===== config.mk =====
export PLATFORM = sky130hd
export DESIGN_NAME = ica_ctrl_flat
export DESIGN_NICKNAME = d
export VERILOG_FILES = /design/src/rtl/ica_ctrl_pkg.sv /design/src/rtl/ica_ctrl_if.sv /design/src/rtl/ica_conv_chk.sv /design/src/rtl/ica_ctrl.sv /design/src/flat_wrapper.sv
export SDC_FILE = /design/constraint.sdc
export NUM_CORES = 1
export LEC_CHECK = 0
export ABC_AREA = 1
export BUFFER_PORTS_ARGS = -buffer_cell sky130_fd_sc_hd__buf_4
export CAP_MARGIN = 15
export CORE_MARGIN = 2
export CORE_UTILIZATION = 28
export CTS_CLUSTER_DIAMETER = 80
export DETAILED_ROUTE_END_ITERATION = 7
export PLACE_DENSITY_LB_ADDON = 0.1
export SLEW_MARGIN = 20
export SYNTH_ARGS = -nofsm -noshare
export SYNTH_HDL_FRONTEND = slang
export SYNTH_SLANG_ARGS = --single-unit

===== constraint.sdc =====
create_clock -name clk -period 6.9 [get_ports clk]
set_clock_uncertainty 0.1 [all_clocks]
set_input_delay 1.38 -clock clk [delete_from_list [all_inputs] [get_ports clk]]
set_output_delay 1.38 -clock clk [all_outputs]
set_load 0.01 [all_outputs]

===== src/rtl/ica_ctrl_pkg.sv =====
// Shared types and constants for the ICA training controller: 16.16 fixed point, 2x2 matrices, FSM states.
package ica_ctrl_pkg;

   localparam int FX_W = 32;
   localparam logic [FX_W-1:0] ONE = 32'h0001_0000;

   // Entry order: [0]=B11, [1]=B12, [2]=B21, [3]=B22.
   typedef logic [3:0][FX_W-1:0] mat_t;

   localparam mat_t IDENT = {ONE, {FX_W{1'b0}}, {FX_W{1'b0}}, ONE};

   typedef enum logic [2:0] {
      IDLE,
      CLEAR,
      RUN,
      DRAIN,
      CHECK,
      DONE
   } state_t;

   function automatic logic [FX_W:0] absdiff(input logic [FX_W-1:0] a, input logic [FX_W-1:0] b);
      logic signed [FX_W:0] d;
      d = $signed({a[FX_W-1], a}) - $signed({b[FX_W-1], b});
      return d[FX_W] ? $unsigned(-d) : $unsigned(d);
   endfunction

endpackage


===== src/rtl/ica_ctrl_if.sv =====
// Sample-source handshake and separation-core drive/readback bundle.
// master = source/core side, slave = controller.
interface ica_ctrl_if;
   import ica_ctrl_pkg::*;

   logic            smp_valid;
   logic            smp_ready;
   logic [FX_W-1:0] s1_in;
   logic [FX_W-1:0] s2_in;
   logic [FX_W-1:0] B11_in;
   logic [FX_W-1:0] B12_in;
   logic [FX_W-1:0] B21_in;
   logic [FX_W-1:0] B22_in;
   logic            core_rst;
   logic [FX_W-1:0] s1_out;
   logic [FX_W-1:0] s2_out;
   logic [FX_W-1:0] mu_out;

   modport master (
      output smp_valid, s1_in, s2_in, B11_in, B12_in, B21_in, B22_in,
      input  smp_ready, core_rst, s1_out, s2_out, mu_out
   );

   modport slave (
      input  smp_valid, s1_in, s2_in, B11_in, B12_in, B21_in, B22_in,
      output smp_ready, core_rst, s1_out, s2_out, mu_out
   );

endinterface


===== src/rtl/ica_conv_chk.sv =====
// Convergence metric: sum of |B - Bprev| over the four entries (34-bit), saturated to 32 bits.
// Purely combinational, no handshake.
module ica_conv_chk
   import ica_ctrl_pkg::*;
(
   input  mat_t            b_cur,
   input  mat_t            b_prev,
   output logic [FX_W-1:0] delta
);

   logic [FX_W+1:0] sum;

   always_comb begin
      sum = '0;
      for (int i = 0; i < 4; i++) begin
         sum = sum + {1'b0, absdiff(b_cur[i], b_prev[i])};
      end
      delta = (sum[FX_W+1:FX_W] != 2'b00) ? '1 : sum[FX_W-1:0];
   end

endmodule


===== src/rtl/ica_ctrl.sv =====
// Training-run sequencer for a 2x2 ICA core: resets the core, streams epochs of samples, decays mu, checks B convergence.
// s_out lags an accept by 1 cycle and mu_out by 2; smp_ready is high only in RUN, and stalls drive zeros so B holds.
module ica_ctrl
   import ica_ctrl_pkg::*;
#(
   parameter int CNT_W = 16,
   parameter int EP_W  = 8
) (
   input  logic             clk,
   input  logic             reset,
   input  logic             start,
   input  logic             abort,
   input  logic [FX_W-1:0]  mu_init,
   input  logic [FX_W-1:0]  mu_min,
   input  logic [3:0]       decay_sh,
   input  logic [CNT_W-1:0] epoch_len,
   input  logic [EP_W-1:0]  max_epochs,
   input  logic [FX_W-1:0]  conv_thr,
   output logic             busy,
   output logic             done,
   output logic             converged,
   output logic [EP_W-1:0]  epoch_cnt,
   ica_ctrl_if.slave        bus
);

   state_t                 state, state_nxt;
   logic [CNT_W-1:0]       smp_cnt, len_eff;
   logic [EP_W-1:0]        max_eff, ep_inc;
   logic                   drain_2nd, accept, accept_d, last_smp, last_ep, conv_hit;
   logic [FX_W-1:0]        s1_q, s2_q, mu_q, delta;
   logic signed [FX_W-1:0] mu_cur, mu_dec, mu_nxt;
   mat_t                   b_prev, b_cur;

   assign len_eff  = (epoch_len == '0) ? CNT_W'(1) : epoch_len;
   assign max_eff  = (max_epochs == '0) ? EP_W'(1) : max_epochs;
   assign ep_inc   = epoch_cnt + EP_W'(1);
   assign last_smp = (smp_cnt == len_eff - CNT_W'(1));
   assign last_ep  = (ep_inc == max_eff);
   assign accept   = bus.smp_valid && (state == RUN);
   assign b_cur    = {bus.B22_in, bus.B21_in, bus.B12_in, bus.B11_in};
   assign conv_hit = (delta < conv_thr);
   assign mu_dec   = mu_cur - (mu_cur >>> decay_sh);
   assign mu_nxt   = (mu_dec < $signed(mu_min)) ? $signed(mu_min) : mu_dec;

   assign bus.s1_out = s1_q;
   assign bus.s2_out = s2_q;
   assign bus.mu_out = mu_q;

   ica_conv_chk u_conv_chk (
      .b_cur  (b_cur),
      .b_prev (b_prev),
      .delta  (delta)
   );

   always_comb begin
      state_nxt     = state;
      bus.smp_ready = 1'b0;
      bus.core_rst  = 1'b0;
      busy          = 1'b1;
      done          = 1'b0;
      case (state)
         IDLE: begin
            busy = 1'b0;
            if (start && !abort) state_nxt = CLEAR;
         end
         CLEAR: begin
            bus.core_rst = 1'b1;
            state_nxt    = RUN;
         end
         RUN: begin
            bus.smp_ready = 1'b1;
            if (accept && last_smp) state_nxt = DRAIN;
         end
         DRAIN: if (drain_2nd) state_nxt = CHECK;
         CHECK: state_nxt = (conv_hit || last_ep) ? DONE : RUN;
         DONE: begin
            done      = 1'b1;
            state_nxt = IDLE;
         end
         default: state_nxt = IDLE;
      endcase
      if (abort && (state != IDLE)) state_nxt = IDLE;
   end

   always_ff @(posedge clk or negedge reset) begin
      if (!reset) state <= IDLE;
      else        state <= state_nxt;
   end

   always_ff @(posedge clk or negedge reset) begin
      if (!reset) begin
         smp_cnt   <= '0;
         drain_2nd <= 1'b0;
         accept_d  <= 1'b0;
         s1_q      <= '0;
         s2_q      <= '0;
         mu_q      <= '0;
         mu_cur    <= '0;
         b_prev    <= IDENT;
         epoch_cnt <= '0;
         converged <= 1'b0;
      end else begin
         // Core pipeline is s -> x -> update, so mu trails the sample by one more stage.
         accept_d <= accept;
         s1_q     <= accept ? bus.s1_in : '0;
         s2_q     <= accept ? bus.s2_in : '0;
         mu_q     <= accept_d ? mu_cur : '0;
         if ((state == IDLE) && start && !abort) begin
            converged <= 1'b0;
            epoch_cnt <= '0;
         end
         if (!abort) begin
            case (state)
               CLEAR: begin
                  mu_cur    <= mu_init;
                  smp_cnt   <= '0;
                  drain_2nd <= 1'b0;
                  b_prev    <= IDENT;
               end
               RUN: if (accept) smp_cnt <= last_smp ? '0 : smp_cnt + CNT_W'(1);
               DRAIN: drain_2nd <= ~drain_2nd;
               CHECK: begin
                  b_prev    <= b_cur;
                  epoch_cnt <= ep_inc;
                  mu_cur    <= mu_nxt;
                  if (conv_hit) converged <= 1'b1;
               end
               default: ;
            endcase
         end
      end
   end

endmodule

===== src/flat_wrapper.sv =====
// flat-port wrapper written by rule: the top's interface ports become plain ports
module ica_ctrl_flat import ica_ctrl_pkg::*;
#(
   parameter int CNT_W = 16,
   parameter int EP_W  = 8
)
  (clk, reset, start, abort, mu_init, mu_min, decay_sh, epoch_len, max_epochs, conv_thr, busy, done, converged, epoch_cnt, bus_smp_valid, bus_s1_in, bus_s2_in, bus_B11_in, bus_B12_in, bus_B21_in, bus_B22_in, bus_smp_ready, bus_core_rst, bus_s1_out, bus_s2_out, bus_mu_out);
  ica_ctrl_if bus_i ();
  input  logic clk;
  input  logic reset;
  input  logic start;
  input  logic abort;
  input  logic [FX_W-1:0] mu_init;
  input  logic [FX_W-1:0] mu_min;
  input  logic [3:0] decay_sh;
  input  logic [CNT_W-1:0] epoch_len;
  input  logic [EP_W-1:0] max_epochs;
  input  logic [FX_W-1:0] conv_thr;
  output logic busy;
  output logic done;
  output logic converged;
  output logic [EP_W-1:0] epoch_cnt;
  input wire logic [$bits(bus_i.smp_valid)-1:0] bus_smp_valid;
  input wire logic [$bits(bus_i.s1_in)-1:0] bus_s1_in;
  input wire logic [$bits(bus_i.s2_in)-1:0] bus_s2_in;
  input wire logic [$bits(bus_i.B11_in)-1:0] bus_B11_in;
  input wire logic [$bits(bus_i.B12_in)-1:0] bus_B12_in;
  input wire logic [$bits(bus_i.B21_in)-1:0] bus_B21_in;
  input wire logic [$bits(bus_i.B22_in)-1:0] bus_B22_in;
  output wire logic [$bits(bus_i.smp_ready)-1:0] bus_smp_ready;
  output wire logic [$bits(bus_i.core_rst)-1:0] bus_core_rst;
  output wire logic [$bits(bus_i.s1_out)-1:0] bus_s1_out;
  output wire logic [$bits(bus_i.s2_out)-1:0] bus_s2_out;
  output wire logic [$bits(bus_i.mu_out)-1:0] bus_mu_out;
  assign bus_i.smp_valid = bus_smp_valid;
  assign bus_i.s1_in = bus_s1_in;
  assign bus_i.s2_in = bus_s2_in;
  assign bus_i.B11_in = bus_B11_in;
  assign bus_i.B12_in = bus_B12_in;
  assign bus_i.B21_in = bus_B21_in;
  assign bus_i.B22_in = bus_B22_in;
  assign bus_smp_ready = bus_i.smp_ready;
  assign bus_core_rst = bus_i.core_rst;
  assign bus_s1_out = bus_i.s1_out;
  assign bus_s2_out = bus_i.s2_out;
  assign bus_mu_out = bus_i.mu_out;
  ica_ctrl #(.CNT_W(CNT_W), .EP_W(EP_W)) u_core (.clk(clk), .reset(reset), .start(start), .abort(abort), .mu_init(mu_init), .mu_min(mu_min), .decay_sh(decay_sh), .epoch_len(epoch_len), .max_epochs(max_epochs), .conv_thr(conv_thr), .busy(busy), .done(done), .converged(converged), .epoch_cnt(epoch_cnt), .bus(bus_i));
endmodule

==> run_summary.xml, run 1 <==
<?xml version="1.0" encoding="UTF-8"?>
<metrics>
  <group name="placed_design">
    <metric name="place.port_buffers" unit="">429</metric>
    <metric name="dp_cells" unit="">7717</metric>
    <metric name="place.gp.congestion" unit="">0.898</metric>
    <metric name="detailedPlace.worstSlack" unit="ns">-2.85</metric>
    <metric name="dp_hpwl" unit="mm">102</metric>
  </group>
  <group name="timing">
    <metric name="setup_viol" unit="">4</metric>
    <metric name="max_clock_freq" unit="MHz">118</metric>
    <metric name="final.hold.worst_slack" unit="ns">0.359</metric>
    <metric name="pnr_worst_setup_slack" unit="ns">-1.56</metric>
    <metric name="maxSlewHeadroom" unit="">0.319</metric>
    <metric name="hold_viol" unit="">0</metric>
    <metric name="share_of_the_cycle_needed_by_the_critical_path_after_routing" unit="">1.23</metric>
    <metric name="fin_crit" unit="ns">8.46</metric>
    <metric name="report.final.slew_viol_count" unit="">0</metric>
    <metric name="rsz0062_at_grt" unit="">yes</metric>
    <metric name="tightest_slew" unit="ns">1.02</metric>
  </group>
  <group name="drt">
    <metric name="routed-via-count" unit="">34700</metric>
    <metric name="postRouteWirelength" unit="mm">121</metric>
    <metric name="post-route-drc-count" unit="">0</metric>
    <metric name="dr_vias_cell" unit="">4.43</metric>
    <metric name="dr.first_iter.drc_count" unit="">1696</metric>
    <metric name="post_drt_wl_per_cell" unit="microns">15.4</metric>
    <metric name="final_antenna_net_count" unit="">0</metric>
    <metric name="drt_pass1_iterations" unit="">7</metric>
  </group>
  <group name="synth">
    <metric name="synth.yosys.seq_area_share" unit="">0.229</metric>
    <metric name="flip_flop_cell_with_the_highest_count_after_synthesis" unit="">sky130_fd_sc_hd__dfrtp_1</metric>
    <metric name="synth_edf_count" unit="">0</metric>
    <metric name="synthArstFlopShare" unit="">1.00</metric>
    <metric name="post_synth_num_cell_types" unit="">66</metric>
    <metric name="yosys_warnings" unit="">0</metric>
    <metric name="ys_seq_elements" unit="">286</metric>
    <metric name="syn_area" unit="sq um">31300</metric>
    <metric name="postSynthNetCount" unit="">5405</metric>
    <metric name="synthCells" unit="">4752</metric>
    <metric name="avg_cell_area_syn" unit="sq um">6.58</metric>
  </group>
  <group name="global_route">
    <metric name="grt_pass1_wl" unit="mm">192</metric>
    <metric name="grt_pass1_vias" unit="">35600</metric>
    <metric name="grt_antenna_before_repair" unit="">11</metric>
    <metric name="globalRouteTotalUtil" unit="">0.208</metric>
    <metric name="grt.overflow.total" unit="">0</metric>
    <metric name="grt_max_degree" unit="">116</metric>
  </group>
  <group name="worst_setup_path">
    <metric name="regToRegSetupSlack" unit="ns">-1.03</metric>
    <metric name="critical_path_peak_fanout" unit="">7</metric>
    <metric name="critical_path_required" unit="ns">7.35</metric>
    <metric name="cp_slowest_stage_delay" unit="ns">0.55</metric>
    <metric name="critPathLaunchType" unit="">input port</metric>
    <metric name="worst_path_max_delay_cell" unit="">sky130_fd_sc_hd__fa_1</metric>
    <metric name="reg2reg_to" unit="">u_core.state[0]$_DFFE_PN0P_</metric>
    <metric name="crit_type" unit="">in2reg</metric>
    <metric name="worst_r2r_path_depth" unit="">52</metric>
    <metric name="critPathArrivalTime" unit="ns">8.90</metric>
    <metric name="critPathMostFrequentCell" unit="">sky130_fd_sc_hd__buf_4</metric>
    <metric name="reg_to_reg_start" unit="">u_core.b_prev[32]$_DFFE_PN0P_</metric>
    <metric name="worst_setup_path_end_kind" unit="">register</metric>
  </group>
  <group name="min_path">
    <metric name="min_delay_path_depth" unit="">2</metric>
    <metric name="hold_end" unit="">u_core.bus.mu_out[0]$_DFF_PN0_</metric>
    <metric name="min-delay-path-class" unit="">reg2reg</metric>
    <metric name="hold_path.startpoint" unit="">u_core.mu_cur[0]$_DFFE_PN0P_</metric>
  </group>
  <group name="final_layout">
    <metric name="fin_cells" unit="">7835</metric>
    <metric name="finish.net_count" unit="">6964</metric>
    <metric name="syn_to_final_growth" unit="%">52.6</metric>
    <metric name="layout-drive-gt1-share" unit="">0.307</metric>
  </group>
  <group name="clock_network">
    <metric name="clockRootBuffer" unit="">sky130_fd_sc_hd__clkbuf_16</metric>
    <metric name="htreeDepth" unit="">2</metric>
    <metric name="path_clk_slew" unit="ns">0.06</metric>
    <metric name="cts_tree" unit="">built</metric>
    <metric name="numClockSinks" unit="">286</metric>
    <metric name="numCtsBuffers" unit="">42</metric>
    <metric name="ctsLongestPathBuffers" unit="">3</metric>
    <metric name="clock_latency_late_sink" unit="ns">0.65</metric>
  </group>
  <group name="floorplan">
    <metric name="die_height" unit="microns">338</metric>
    <metric name="start_util" unit="">0.282</metric>
    <metric name="die_x" unit="microns">338</metric>
    <metric name="i_o_pins" unit="">430</metric>
    <metric name="die_outline_area" unit="sq um">114000</metric>
    <metric name="placement_rows" unit="">122</metric>
    <metric name="core" unit="sq um">111000</metric>
  </group>
  <group name="run">
    <metric name="maxCapViolCount" unit="">0</metric>
  </group>
  <group name="run_status">
    <metric name="failed_checks" unit="">setup timing</metric>
    <metric name="run_status" unit="">complete, but fails checks</metric>
  </group>
</metrics>
[critical path, delay by kind of cell]
kind                     cells  cell delay [ns]
AO/OA/AOI/OAI                5             0.92
XOR/XNOR                     1             0.17
adder cells (fa/ha/maj)      6             2.10
buffers and inverters       21             2.40
AND/OR/NAND/NOR             21             1.91
[registers in the layout (all words and copies together) (netlist names)]
register / count
u_core.bus.s2_out: 32
u_core.bus.mu_out: 32
u_core.converged: 1
u_core.bus.s1_out: 32
u_core.smp_cnt: 16
u_core.drain_2nd: 1
u_core.epoch_cnt: 8
u_core.accept_d: 1
u_core.b_prev: 128
u_core.mu_cur: 32
u_core.state: 3
[cells in the mapped netlist, types with 13 or more instances]
cell	n	share of area
sky130_fd_sc_hd__nand2_1	1081	0.13
sky130_fd_sc_hd__inv_1	884	0.11
sky130_fd_sc_hd__nor2_1	505	0.061
sky130_fd_sc_hd__a21oi_1	327	0.052
sky130_fd_sc_hd__o21ai_0	322	0.052
sky130_fd_sc_hd__dfrtp_1	284	0.23
sky130_fd_sc_hd__ha_1	261	0.10
sky130_fd_sc_hd__xor2_1	199	0.056
sky130_fd_sc_hd__nand3_1	185	0.030
sky130_fd_sc_hd__clkbuf_1	78	0.0094
sky130_fd_sc_hd__nor3_1	72	0.012
sky130_fd_sc_hd__fa_1	71	0.045
sky130_fd_sc_hd__nand4_1	68	0.014
sky130_fd_sc_hd__xnor2_1	66	0.018
sky130_fd_sc_hd__o211ai_1	43	0.010
sky130_fd_sc_hd__o21bai_1	27	0.0065
sky130_fd_sc_hd__or2_2	26	0.0052
sky130_fd_sc_hd__a31oi_1	24	0.0048
sky130_fd_sc_hd__a21o_1	23	0.0055
sky130_fd_sc_hd__nor4_1	22	0.0044
sky130_fd_sc_hd__mux2i_1	18	0.0058
sky130_fd_sc_hd__a211oi_1	15	0.0036
sky130_fd_sc_hd__buf_2	13	0.0021
[through the flow]
stage	cell area, sq um	setup TNS [ns]	util
CTS	47000	-5.92	0.424
detailed placement	45000	-16.25	0.406
finish	47700	-6.16	0.431
floorplan	31600	-4.18	-
global placement	45000	-17.38	0.406
global route	47700	-7.85	0.431
[layer usage]
layer | wire length, microns | track usage | vias up
met2 | 57700 | 0.365 | 521
li1 | - | - | 18300
met1 | 54900 | 0.264 | 15700
met5 | 76 | 0 | -
met3 | 4640 | 0.0308 | 144
met4 | 3430 | 0.0589 | 12
[worst max-delay path by stage]
| stage | startpoint | end | slack (ns) | cells after the start |
|---|---|---|---|---|
| final | bus_B12_in[0] | u_core.state[0]$_DFFE_PN0P_ | -1.56 | 54 |
| after global routing | bus_B11_in[0] | u_core.state[0]$_DFFE_PN0P_ | -2.00 | 57 |
| after CTS | bus_B11_in[0] | u_core.state[2]$_DFFE_PN0P_ | -1.51 | 51 |
| after detailed placement | bus_B11_in[0] | u_core.state[2]$_DFFE_PN0P_ | -2.85 | 50 |
| after global placement | bus_B11_in[0] | u_core.state[2]$_DFFE_PN0P_ | -2.80 | 50 |
| after floorplan | bus_B12_in[0] | u_core.state[2]$_DFFE_PN0P_ | -1.09 | 50 |
[layout by cell type, fill, tap and decap left out, types with 68 or more instances in the layout]
cell,count
sky130_fd_sc_hd__a21oi_1,305
sky130_fd_sc_hd__buf_4,1596
sky130_fd_sc_hd__dfrtp_1,284
sky130_fd_sc_hd__ha_1,235
sky130_fd_sc_hd__inv_1,874
sky130_fd_sc_hd__nand2_1,1051
sky130_fd_sc_hd__nand3_1,177
sky130_fd_sc_hd__nand4_1,68
sky130_fd_sc_hd__nor2_1,467
sky130_fd_sc_hd__o21ai_0,302
sky130_fd_sc_hd__xor2_1,182
[what timing repair did]
action | CTS | global route
resized for setup | 71 | 128
pin swaps | 41 | 73
buffers inserted | 23 | 14
hold buffers | 0 | 0
endpoints found under the setup margin | 4 | 36
cloned | 0 | 1
[final cells by class]
class                           instances  area [sq um]
Fill cell                           11900         63100
Multi-Input combinational cell       3475         21600
Timing Repair Buffer                 1612         12300
Sequential cell                       286          7160
Inverter                              894          3390
Tap cell                             1488          1860
Clock buffer                           60          1210
Clock inverter                         15           273
Antenna cell                            5          12.5
[logic make-up (layout without fill, tap and decap cells)]
family,after synthesis,count (layout),synth area share
flops,286,286,0.229
xor+xnor,271,271,0.0773
compound gates,852,852,0.152
simple gates,2002,2002,0.266
buf+inv,991,2581,0.120
mux,18,18,0.00576
fa+ha+maj,332,332,0.150
other cells,0,5,0
Power of run 1 is not shown: default switching activity piles up to over one toggle a cycle in this logic, so the estimate is an artifact.
==> run 2: changes to the inputs <==
Settings changed: RECOVER_POWER from default to 100.
Clock period 6.9 ns to 7.3 ns, I/O delays scaled along.
==> run 2 against run 1 <==
The run ends with capacitance limit, slew limit, setup timing left. Register-to-register slack better by 0.50 ns. Core utilization down 0.72 points. Critical path depth down 2. Routed wire length down 0.58%. Non-clock buffer count down 56. Sequential cell count unchanged. Cell count down 0.70%. Via count down 0.48%. Critical path type unchanged. Worst setup slack better by 0.39 ns. Largest cell class unchanged. Die area unchanged.
==> run_summary.xml, run 2 (synthesis gave the netlist of run 1 again) <==
<?xml version="1.0" encoding="UTF-8"?>
<metrics>
  <group name="clock_network">
    <metric name="numCtsBuffers" unit="">43</metric>
    <metric name="ctsLongestPathBuffers" unit="">3</metric>
    <metric name="htreeDepth" unit="">2</metric>
    <metric name="clock_latency_late_sink" unit="ns">0.62</metric>
    <metric name="numClockSinks" unit="">286</metric>
    <metric name="path_clk_slew" unit="ns">0.05</metric>
    <metric name="postCtsHoldBufs" unit="">0</metric>
    <metric name="cts_tree" unit="">built</metric>
    <metric name="clockRootBuffer" unit="">sky130_fd_sc_hd__clkbuf_16</metric>
  </group>
  <group name="timing">
    <metric name="max_clock_freq" unit="MHz">118</metric>
    <metric name="rsz0062_at_grt" unit="">yes</metric>
    <metric name="hold_viol" unit="">0</metric>
    <metric name="tightest_slew" unit="ns">3.73</metric>
    <metric name="report.final.slew_viol_count" unit="">511</metric>
    <metric name="maxSlewHeadroom" unit="">-1.48</metric>
    <metric name="final.hold.worst_slack" unit="ns">0.363</metric>
    <metric name="share_of_the_cycle_needed_by_the_critical_path_after_routing" unit="">1.16</metric>
    <metric name="tns" unit="ns">-4.51</metric>
    <metric name="fin_crit" unit="ns">8.47</metric>
    <metric name="setup_viol" unit="">4</metric>
    <metric name="pnr_worst_setup_slack" unit="ns">-1.17</metric>
  </group>
  <group name="drt">
    <metric name="routed-via-count" unit="">34500</metric>
    <metric name="post_drt_wl_per_cell" unit="microns">15.4</metric>
    <metric name="drt_pass1_iterations" unit="">5</metric>
    <metric name="dr_vias_cell" unit="">4.44</metric>
    <metric name="post-route-drc-count" unit="">0</metric>
    <metric name="postRouteWirelength" unit="mm">120</metric>
    <metric name="final_antenna_net_count" unit="">0</metric>
    <metric name="dr.first_iter.drc_count" unit="">1517</metric>
  </group>
  <group name="global_route">
    <metric name="globalRouteTotalUtil" unit="">0.206</metric>
    <metric name="grt.overflow.total" unit="">0</metric>
    <metric name="grt_max_degree" unit="">154</metric>
    <metric name="grt_pass1_vias" unit="">35100</metric>
    <metric name="grt_antenna_before_repair" unit="">9</metric>
    <metric name="grt_pass1_wl" unit="mm">190</metric>
  </group>
  <group name="run_status">
    <metric name="run_status" unit="">complete, but fails checks</metric>
    <metric name="failed_checks" unit="">capacitance limit, slew limit, setup timing</metric>
  </group>
  <group name="worst_setup_path">
    <metric name="critPathLaunchType" unit="">input port</metric>
    <metric name="worstPathBufferInverterCount" unit="">10</metric>
    <metric name="crit_type" unit="">in2reg</metric>
    <metric name="worst_path_max_delay_cell" unit="">sky130_fd_sc_hd__fa_1</metric>
    <metric name="cp_slowest_stage_delay" unit="ns">0.53</metric>
    <metric name="critical_path_required" unit="ns">7.73</metric>
    <metric name="critical_path_peak_fanout" unit="">6</metric>
    <metric name="critPathArrivalTime" unit="ns">8.90</metric>
    <metric name="worst_setup_path_end_kind" unit="">register</metric>
    <metric name="critPathTopFamily" unit="">adder cells</metric>
    <metric name="critPathMostFrequentCell" unit="">sky130_fd_sc_hd__nand2_2</metric>
  </group>
  <group name="floorplan">
    <metric name="start_util" unit="">0.282</metric>
    <metric name="core" unit="sq um">111000</metric>
    <metric name="die_x" unit="microns">338</metric>
    <metric name="die_outline_area" unit="sq um">114000</metric>
    <metric name="placement_rows" unit="">122</metric>
    <metric name="i_o_pins" unit="">430</metric>
    <metric name="die_height" unit="microns">338</metric>
  </group>
  <group name="min_path">
    <metric name="min-delay-path-class" unit="">reg2reg</metric>
  </group>
  <group name="final_layout">
    <metric name="largest_register_ffs" unit="">128</metric>
    <metric name="syn_to_final_growth" unit="%">50.0</metric>
    <metric name="registers.top_by_ff_count" unit="">u_core.b_prev</metric>
    <metric name="layout-drive-gt1-share" unit="">0.290</metric>
    <metric name="fillCellCount" unit="">12100</metric>
    <metric name="final_cell_mix" unit="">1,415 x sky130_fd_sc_hd__buf_4, 1,034 x sky130_fd_sc_hd__nand2_1, 871 x sky130_fd_sc_hd__inv_1</metric>
    <metric name="finish.net_count" unit="">6909</metric>
    <metric name="layout.cells.most_common" unit="">sky130_fd_sc_hd__buf_4</metric>
  </group>
  <group name="placed_design">
    <metric name="dp_hpwl" unit="mm">100</metric>
    <metric name="place.gp.congestion" unit="">0.910</metric>
    <metric name="place.port_buffers" unit="">429</metric>
  </group>
  <group name="run">
    <metric name="maxCapViolCount" unit="">7</metric>
  </group>
</metrics>
## run 2: changes by cell type in the layout (fill, tap and decap cells not counted), moves of 6 or more
cell                       delta
sky130_fd_sc_hd__ha_4         +6
sky130_fd_sc_hd__buf_4      -181
sky130_fd_sc_hd__clkinv_2     +8
sky130_fd_sc_hd__nand2_1     -17
sky130_fd_sc_hd__a21oi_1      -6
sky130_fd_sc_hd__nor2_1      -12
sky130_fd_sc_hd__nor2_2      +11
sky130_fd_sc_hd__clkbuf_1   +116
sky130_fd_sc_hd__a21oi_2      +7
sky130_fd_sc_hd__nand2_2     +17
## run 2: path summary, 6_finish.rpt
path	slack, ns	cells past startpoint	from	endpoint
max	-1.17	52	bus_B11_in[0]	u_core.state[2]$_DFFE_PN0P_
min	0.36	2	u_core.mu_cur[0]$_DFFE_PN0P_	u_core.bus.mu_out[0]$_DFF_PN0_
max reg2reg	-0.53	49	u_core.b_prev[112]$_DFFE_PN1P_	u_core.state[2]$_DFFE_PN0P_
min reg2reg	0.36	2	u_core.mu_cur[0]$_DFFE_PN0P_	u_core.bus.mu_out[0]$_DFF_PN0_
max in group asynchronous	1.53	2	reset	u_core.bus.s2_out[13]$_DFF_PN0_
min in group asynchronous	2.05	1	reset	u_core.smp_cnt[14]$_DFFE_PN0P_
## run 2: per-layer routing
layer  track usage  vias to the layer above  part of all wire
li1              -                    18100                 -
met1         0.262                    15700              0.46
met2         0.361                      534              0.48
met3        0.0287                      146             0.037
met5             0                        -           0.00037
met4        0.0630                        6             0.030
## run 2: through the flow
stage	cell area (sq um)	worst slack, ns	std cells	utilization
global route	46900	-1.51	7780	0.424
detailed placement	44700	-2.09	7663	0.403
finish	46900	-1.17	7780	0.424
CTS	46600	-1.05	7755	0.420
floorplan	31600	-0.771	4752	-
global placement	44700	-2.10	7663	0.403
## run 2: final cells by class
cell class / instances / area, sq um / share of cell area
Inverter: 894 / 3390 / 0.0722
Tap cell: 1488 / 1860 / 0.0397
Antenna cell: 4 / 10.0 / 0.000213
Clock buffer: 54 / 1160 / 0.0247
Multi-Input combinational cell: 3475 / 21700 / 0.463
Timing Repair Buffer: 1556 / 11400 / 0.243
Clock inverter: 23 / 231 / 0.00493
Sequential cell: 286 / 7160 / 0.153
## run 2: worst min-delay path, cell delays in order (launching register included)
cell and delay [ns]:
sky130_fd_sc_hd__dfrtp_1 0.34, sky130_fd_sc_hd__nand2_1 0.05, sky130_fd_sc_hd__inv_1 0.04
## run 2: timing repair
action | CTS | global route
setup endpoints to repair | 4 | 4
gates resized for setup | 82 | 170
cloned | 0 | 1
buffers inserted | 15 | 20
pin swaps | 53 | 98
Power of run 2 is left out for the same reason.
